--- config.mk ---
export PLATFORM = sky130hd
export DESIGN_NAME = rd_ptr_empty_flat
export DESIGN_NICKNAME = d
export VERILOG_FILES = /design/src/rtl/rd_ptr_empty_pkg.sv /design/src/rtl/rd_ptr_empty_if.sv /design/src/rtl/rd_ptr_empty_sync_w2r.sv /design/src/rtl/rd_ptr_empty.sv /design/src/flat_wrapper.sv
export SDC_FILE = /design/constraint.sdc
export NUM_CORES = 1
export LEC_CHECK = 0
export ABC_AREA = 1
export BUFFER_PORTS_ARGS = -buffer_cell sky130_fd_sc_hd__buf_2
export CAP_MARGIN = 40
export CORE_ASPECT_RATIO = 1.25
export CORE_UTILIZATION = 58
export DETAILED_ROUTE_END_ITERATION = 8
export GPL_ROUTABILITY_DRIVEN = 0
export HOLD_SLACK_MARGIN = 0.1
export PLACE_DENSITY = 0.83
export SYNTH_ARGS = -nofsm -noshare
export SYNTH_HDL_FRONTEND = slang
export SYNTH_SLANG_ARGS = --single-unit
--- constraint.sdc ---
create_clock -name rd_clk -period 3.7 [get_ports rd_clk]
set_input_delay 0 -clock rd_clk [delete_from_list [all_inputs] [get_ports rd_clk]]
set_output_delay 0 -clock rd_clk [all_outputs]
set_load 0.05 [all_outputs]
--- src/rtl/rd_ptr_empty_pkg.sv ---
// rd_ptr_empty_pkg
// Purpose: shared constants and Gray-code helpers for the asynchronous FIFO pointer
//          blocks (read-side rd_ptr_empty and the matching write-side block).
// Contents: ADDR_WIDTH / PTR_WIDTH defaults, bin2gray(), gray2bin().
// The helpers operate on 32-bit values; callers zero-extend their pointer and
// size-cast the result back, so any pointer width up to 32 bits is supported.
package rd_ptr_empty_pkg;

  localparam int unsigned ADDR_WIDTH = 6;
  localparam int unsigned PTR_WIDTH  = ADDR_WIDTH + 1;

  function automatic logic [31:0] bin2gray(input logic [31:0] bin);
    return bin ^ (bin >> 1);
  endfunction

  // XOR prefix from the MSB down: each binary bit is the parity of all Gray
  // bits at or above it.
  function automatic logic [31:0] gray2bin(input logic [31:0] gray);
    logic [31:0] bin;
    bin[31] = gray[31];
    for (int i = 30; i >= 0; i--) begin
      bin[i] = bin[i+1] ^ gray[i];
    end
    return bin;
  endfunction

endpackage

--- src/rtl/rd_ptr_empty_if.sv ---
// rd_ptr_empty_if
// Purpose: read-side FIFO pointer bundle between the read-domain client and rd_ptr_empty.
// Signals:
//   rd_en        client -> block  read request
//   wrt_ptr      client -> block  Gray write pointer from the write clock domain
//   rd_ptr       block  -> client registered Gray read pointer (to the write domain)
//   rd_addr      block  -> client memory read address
//   empty        block  -> client no unread word
//   almost_empty block  -> client fill level at or below threshold
//   rd_count     block  -> client unread word count
// Modports: master = read-domain client, slave = rd_ptr_empty.
interface rd_ptr_empty_if #(
  parameter int unsigned ADDR_WIDTH = rd_ptr_empty_pkg::ADDR_WIDTH
);
  localparam int unsigned PtrWidth = ADDR_WIDTH + 1;

  logic                  rd_en;
  logic [PtrWidth-1:0]   wrt_ptr;
  logic [PtrWidth-1:0]   rd_ptr;
  logic [ADDR_WIDTH-1:0] rd_addr;
  logic                  empty;
  logic                  almost_empty;
  logic [PtrWidth-1:0]   rd_count;

  modport master (
    output rd_en,
    output wrt_ptr,
    input  rd_ptr,
    input  rd_addr,
    input  empty,
    input  almost_empty,
    input  rd_count
  );

  modport slave (
    input  rd_en,
    input  wrt_ptr,
    output rd_ptr,
    output rd_addr,
    output empty,
    output almost_empty,
    output rd_count
  );

endinterface

--- src/rtl/rd_ptr_empty_sync_w2r.sv ---
// sync_w2r
// Purpose: two-flop synchronizer carrying the Gray write pointer into the read domain.
// Ports:
//   i_clk  destination clock
//   i_rst  synchronous active-high reset, clears both stages
//   i_d    asynchronous input (must be registered at its source, no logic here)
//   o_q    synchronized output
module sync_w2r #(
  parameter int unsigned Width = 7
) (
  input  logic             i_clk,
  input  logic             i_rst,
  input  logic [Width-1:0] i_d,
  output logic [Width-1:0] o_q
);

  logic [Width-1:0] r_meta;
  logic [Width-1:0] r_sync;

  always_ff @(posedge i_clk) begin
    if (i_rst) begin
      r_meta <= '0;
      r_sync <= '0;
    end else begin
      r_meta <= i_d;
      r_sync <= r_meta;
    end
  end

  assign o_q = r_sync;

endmodule

--- src/rtl/rd_ptr_empty.sv ---
// rd_ptr_empty
// Purpose: read-side pointer and empty/almost-empty/count generation for an
//          asynchronous FIFO with Gray-coded pointers.
// Ports:
//   rd_clk  read-domain clock (rising edge only)
//   rd_rst  synchronous active-high reset
//   bus     rd_ptr_empty_if.slave: rd_en, wrt_ptr in; rd_ptr, rd_addr, empty,
//           almost_empty, rd_count out (all outputs registered)
// Parameters:
//   ADDR_WIDTH     memory address width; pointers carry one extra wrap bit
//   AEMPTY_THRESH  almost_empty asserts when rd_count <= this value
module rd_ptr_empty #(
  parameter int unsigned ADDR_WIDTH    = rd_ptr_empty_pkg::ADDR_WIDTH,
  parameter int unsigned AEMPTY_THRESH = 4
) (
  input  logic          rd_clk,
  input  logic          rd_rst,
  rd_ptr_empty_if.slave bus
);

  import rd_ptr_empty_pkg::*;

  localparam int unsigned PtrWidth = ADDR_WIDTH + 1;

  logic [PtrWidth-1:0] r_bin;
  logic [PtrWidth-1:0] r_ptr;
  logic [PtrWidth-1:0] r_count;
  logic                r_empty;
  logic                r_aempty;

  logic [PtrWidth-1:0] w_sync_ptr;
  logic [PtrWidth-1:0] w_sync_bin;
  logic [PtrWidth-1:0] w_bin_next;
  logic [PtrWidth-1:0] w_gray_next;
  logic [PtrWidth-1:0] w_count_next;
  logic                w_inc;

  sync_w2r #(
    .Width (PtrWidth)
  ) u_sync_w2r (
    .i_clk (rd_clk),
    .i_rst (rd_rst),
    .i_d   (bus.wrt_ptr),
    .o_q   (w_sync_ptr)
  );

  always_comb begin
    // Gating with the registered empty flag is the underflow guard.
    w_inc        = bus.rd_en & ~r_empty;
    w_bin_next   = r_bin + PtrWidth'(w_inc);
    w_gray_next  = PtrWidth'(bin2gray(32'(w_bin_next)));
    w_sync_bin   = PtrWidth'(gray2bin(32'(w_sync_ptr)));
    // Count uses the post-read pointer so a read and a synchronized write on
    // the same edge net out, and the last read raises empty immediately.
    w_count_next = w_sync_bin - w_bin_next;
  end

  always_ff @(posedge rd_clk) begin
    if (rd_rst) begin
      r_bin    <= '0;
      r_ptr    <= '0;
      r_count  <= '0;
      r_empty  <= 1'b1;
      r_aempty <= 1'b1;
    end else begin
      r_bin    <= w_bin_next;
      r_ptr    <= w_gray_next;
      r_count  <= w_count_next;
      r_empty  <= (w_gray_next == w_sync_ptr);
      r_aempty <= (32'(w_count_next) <= AEMPTY_THRESH);
    end
  end

  assign bus.rd_ptr       = r_ptr;
  assign bus.rd_addr      = r_bin[ADDR_WIDTH-1:0];
  assign bus.empty        = r_empty;
  assign bus.almost_empty = r_aempty;
  assign bus.rd_count     = r_count;

endmodule

--- src/flat_wrapper.sv ---
// flat-port wrapper written by rule: the top's interface ports become plain ports
module rd_ptr_empty_flat import rd_ptr_empty_pkg::*;
#(
  parameter int unsigned ADDR_WIDTH    = rd_ptr_empty_pkg::ADDR_WIDTH,
  parameter int unsigned AEMPTY_THRESH = 4
)
  (rd_clk, rd_rst, bus_rd_en, bus_wrt_ptr, bus_rd_ptr, bus_rd_addr, bus_empty, bus_almost_empty, bus_rd_count);
  rd_ptr_empty_if #(.ADDR_WIDTH(ADDR_WIDTH)) bus_i ();
  input  logic rd_clk;
  input  logic rd_rst;
  input wire logic [$bits(bus_i.rd_en)-1:0] bus_rd_en;
  input wire logic [$bits(bus_i.wrt_ptr)-1:0] bus_wrt_ptr;
  output wire logic [$bits(bus_i.rd_ptr)-1:0] bus_rd_ptr;
  output wire logic [$bits(bus_i.rd_addr)-1:0] bus_rd_addr;
  output wire logic [$bits(bus_i.empty)-1:0] bus_empty;
  output wire logic [$bits(bus_i.almost_empty)-1:0] bus_almost_empty;
  output wire logic [$bits(bus_i.rd_count)-1:0] bus_rd_count;
  assign bus_i.rd_en = bus_rd_en;
  assign bus_i.wrt_ptr = bus_wrt_ptr;
  assign bus_rd_ptr = bus_i.rd_ptr;
  assign bus_rd_addr = bus_i.rd_addr;
  assign bus_empty = bus_i.empty;
  assign bus_almost_empty = bus_i.almost_empty;
  assign bus_rd_count = bus_i.rd_count;
  rd_ptr_empty #(.ADDR_WIDTH(ADDR_WIDTH), .AEMPTY_THRESH(AEMPTY_THRESH)) u_core (.rd_clk(rd_clk), .rd_rst(rd_rst), .bus(bus_i));
endmodule
==> results.yml <==
setup_path:
  timing_worst_setup_path_type: "register to register"
  cp-start-kind: "register"
  crit-reg2reg-launch: "u_core.u_sync_w2r.o_q[6]$_SDFF_PP0_"
  cp_common_cell: "sky130_fd_sc_hd__nand2_1"
  maximum_fanout_encountered_on_the_critical_timing_path: 4
  path_delay_family: "simple AND/OR/NAND/NOR gates"
  worstPathBufferInverterCount: 2
  worst_path_largest_cell_delay_ns: 0.45
  critical_path.cell_chain: "inv_1, nand2_1, nand3_2, nand2_1, nand2_2, nand2_2, nand2_2, nand2_1, xor2_1, xnor2_1, ha_1, inv_1, fa_1, nand2_1, nand3b_1, nand2_1, nand2_1, nand3_1, nand3_2, nor2_2"
  worstSetupEndpointType: "register"
  cp.required_ns: 3.95
  critical-path-slowest-cell: "sky130_fd_sc_hd__fa_1"
  cp-startpoint: "u_core.u_sync_w2r.o_q[6]$_SDFF_PP0_"
  cp_arrival_ns: 3.13
grt:
  number_of_antenna_violations_at_the_first_check_in_global_routing: 0
  grt_pass1_vias: 1292
  global_route_wire_length_before_repair_um: 5300
  pin_count_of_the_biggest_net_entering_global_routing: 33
  globalRoute.totalOverflow: 0
  grtUsageTotal_pct: 22.8
timing:
  timing.fmax_mhz: 347
  final.setup.worst_slack_ns: 0.815
  skew_ns: 0.00675
  tightestPinTransition_ns: 0.533
  finalMaxSlewViolations: 0
  rsz0062_at_grt: "false"
  max_slew_margin_pct: 64.4
  finalCriticalPeriod_ns: 2.89
  setup_viol_count_final: 0
  final_hold_violation_count: 0
  finalCritPeriodShare_pct: 78.0
  setup_tns_ns: 0
clocking:
  clk_path_buf_depth: 2
  path_clk_slew_ns: 0.11
  cts_htree_levels: 2
  clockRootBuffer: "sky130_fd_sc_hd__clkbuf_4"
  tritoncts_num_sinks: 36
  clock_insertion_delay_worst_skew_ns: 0.34
  cts-resized-gates: 0
  tritoncts: "built"
  cts_made_buffers: 5
drt:
  detailedRoute.firstIterationViolations: 25
  detail_route.wirelength_um: 3040
  wl_met2_um: 1600
  vias: 1386
  highest_layer: "met4"
  detail_route.drc_violations: 0
  drt_first_pass_iters: 4
  wirelength_met1_um: 1260
  wl_per_cell_um: 10.2
  route.antenna.remaining_nets: 0
  met3_length_um: 115
  drt-vias-per-instance: 4.67
die:
  core.rowCount: 21
  die_span_y_um: 62.4
  floorplan.io_pins: 32
  floorplan.initialDensity_pct: 61.9
  die_x_um: 50.3
  coreArea_um2: 2730
  dieArea_um2: 3140
finish:
  stdcell_area_um2: 2030
  flow.area_growth_from_synthesis_pct: 19.9
  post_route_cells_drive_above_1_share_pct: 21.3
  n_antenna_cell: 0
  instances_no_fill: 297
  nets: 281
hold_path:
  hp-class: "input pin to register"
  holdCritStartpoint: "rd_rst"
synth:
  ys_async_sr_fraction_pct: 0
  synth-warning-count: 0
  synthesis.area_um2: 1690
  ys_seq_area_share_pct: 42.6
  synth.net_count: 239
  syn_avg_cell_area_um2: 7.68
  synth_most_common_cell: "sky130_fd_sc_hd__inv_1"
  synth-edff-count: 0
  post_synth_inst_count: 220
  dominantRegCellSynth: "sky130_fd_sc_hd__dfxtp_1"
  list_of_most_frequent_post_synthesis_cells: "45 x sky130_fd_sc_hd__inv_1, 38 x sky130_fd_sc_hd__nor2_1, 36 x sky130_fd_sc_hd__dfxtp_1, 35 x sky130_fd_sc_hd__nand2_1, 11 x sky130_fd_sc_hd__nand3_1"
  synthDominantAreaCellType: "sky130_fd_sc_hd__dfxtp_1"
  ys_seq_elements: 36
  ys_top_cells_by_area: "sky130_fd_sc_hd__dfxtp_1 43%, sky130_fd_sc_hd__inv_1 10%, sky130_fd_sc_hd__nor2_1 8.4%"
  post-synth-top-area-fraction_pct: 42.6
  ys_types: 22
power_and_ir_drop:
  cell_leakage_power_uw: 0.00109
  power.share.clock_pct: 28.1
  p_per_area_nw_per_um2: 474
  post-layout-total-power_uw: 961
  switching_share_pct: 33.3
  ir_worst_vdd_uv: 364
  power_frac_comb_pct: 27.6
  power_report.internal_total_uw: 641
  seq_power_share_pct: 44.3
  net_switching_power_uw: 320
placement:
  postPlaceCellArea_um2: 1880
  placement.io_buffers: 31
  numPlacedInstances: 282
  preCtsSetupSlack_ns: 0.893
  dpl.hpwl_um: 2160
outcome:
  outcome: "complete, no violations"
flow_run:
  max-cap-violations: 0
## cell type report
cell class	count	area, um^2
Multi-Input combinational cell	136	790
Clock inverter	3	42.5
Tap cell	34	42.5
Sequential cell	36	721
Clock buffer	5	37.5
Timing Repair Buffer	38	225
Fill cell	233	706
Inverter	45	169
## worst reg2reg max path, delay by kind of cell, from the launching register on
kind,cells,cell delay (ns)
buf+inv,2,0.15
xor+xnor,2,0.50
fa+ha+maj,2,0.61
flops,1,0.37
simple gates,14,1.17
## layout by cell type (no fill, tap or decap), drive strengths merged
cell type,count
nand4,3
clkinv,1
or2,2
nor4,1
xor2,10
clkinvlp,1
buf,31
nand3b,1
a21o,1
dlygate4sd3,7
nor2,41
ha,8
nand3,19
fa,1
a21boi,1
a21oi,3
xnor2,5
inv,45
nand2,40
bufinv,1
dfxtp,36
clkbuf,5
## worst paths after layout
kind                                    endpoint  slack [ns]  depth (start not counted)
max reg2reg   u_core.bus.almost_empty$_SDFF_PP1_        0.81                         20
min            u_core.bus.rd_count[0]$_SDFF_PP0_        0.11                          2
min reg2reg  u_core.u_sync_w2r.o_q[1]$_SDFF_PP0_        0.41                          2
max           u_core.bus.almost_empty$_SDFF_PP1_        0.81                         20
## what timing repair did
| action | 4_1_cts | 5_1_grt |
|---|---|---|
| setup buffers | 0 | 0 |
| endpoints found under the hold margin | 7 | 0 |
| hold buffers | 7 | 0 |
## metrics by stage
stage | utilization, % | hold slack [ns]
after floorplan | - | 0.0724
after global placement | 68.7 | 0.198
after detailed placement | 68.7 | 0.208
after CTS | 74.2 | 0.105
after global routing | 74.2 | 0.117
final | 74.2 | 0.107
## power by group through the flow
stage | logic (uW) | clock network, uW | registers (uW)
after floorplan | 131 | 0 | 514
after global placement | 257 | 0 | 434
after detailed placement | 260 | 0 | 435
after CTS | 268 | 277 | 426
after global routing | 292 | 296 | 430
final | 266 | 270 | 425
## routing by layer
layer | global-route usage, % | vias up
met1 | 22.8 | 615
met4 | 9.64 | 0
met3 | 7.35 | 5
met2 | 41.5 | 24
li1 | - | 742
met5 | 0 | -
## state kept, by name, summed over array words and instances, names as in the netlist
| register | flops |
|---|---|
| u_core.bus.almost_empty | 1 |
| u_core.r_bin | 6 |
| u_core.u_sync_w2r.o_q | 7 |
| u_core.u_sync_w2r.r_meta | 7 |
| u_core.bus.empty | 1 |
| u_core.bus.rd_count | 7 |
| u_core.bus.rd_ptr | 7 |
## kinds of logic after synthesis
| family | count (synthesis) | synth area share [%] |
|---|---|---|
| simple gates | 107 | 29.8 |
| buf+inv | 48 | 10.7 |
| flops | 36 | 42.6 |
| xor+xnor | 15 | 7.77 |
| fa+ha+maj | 9 | 7.11 |
| compound gates | 5 | 2.00 |
(Power assumes the default switching activity.)
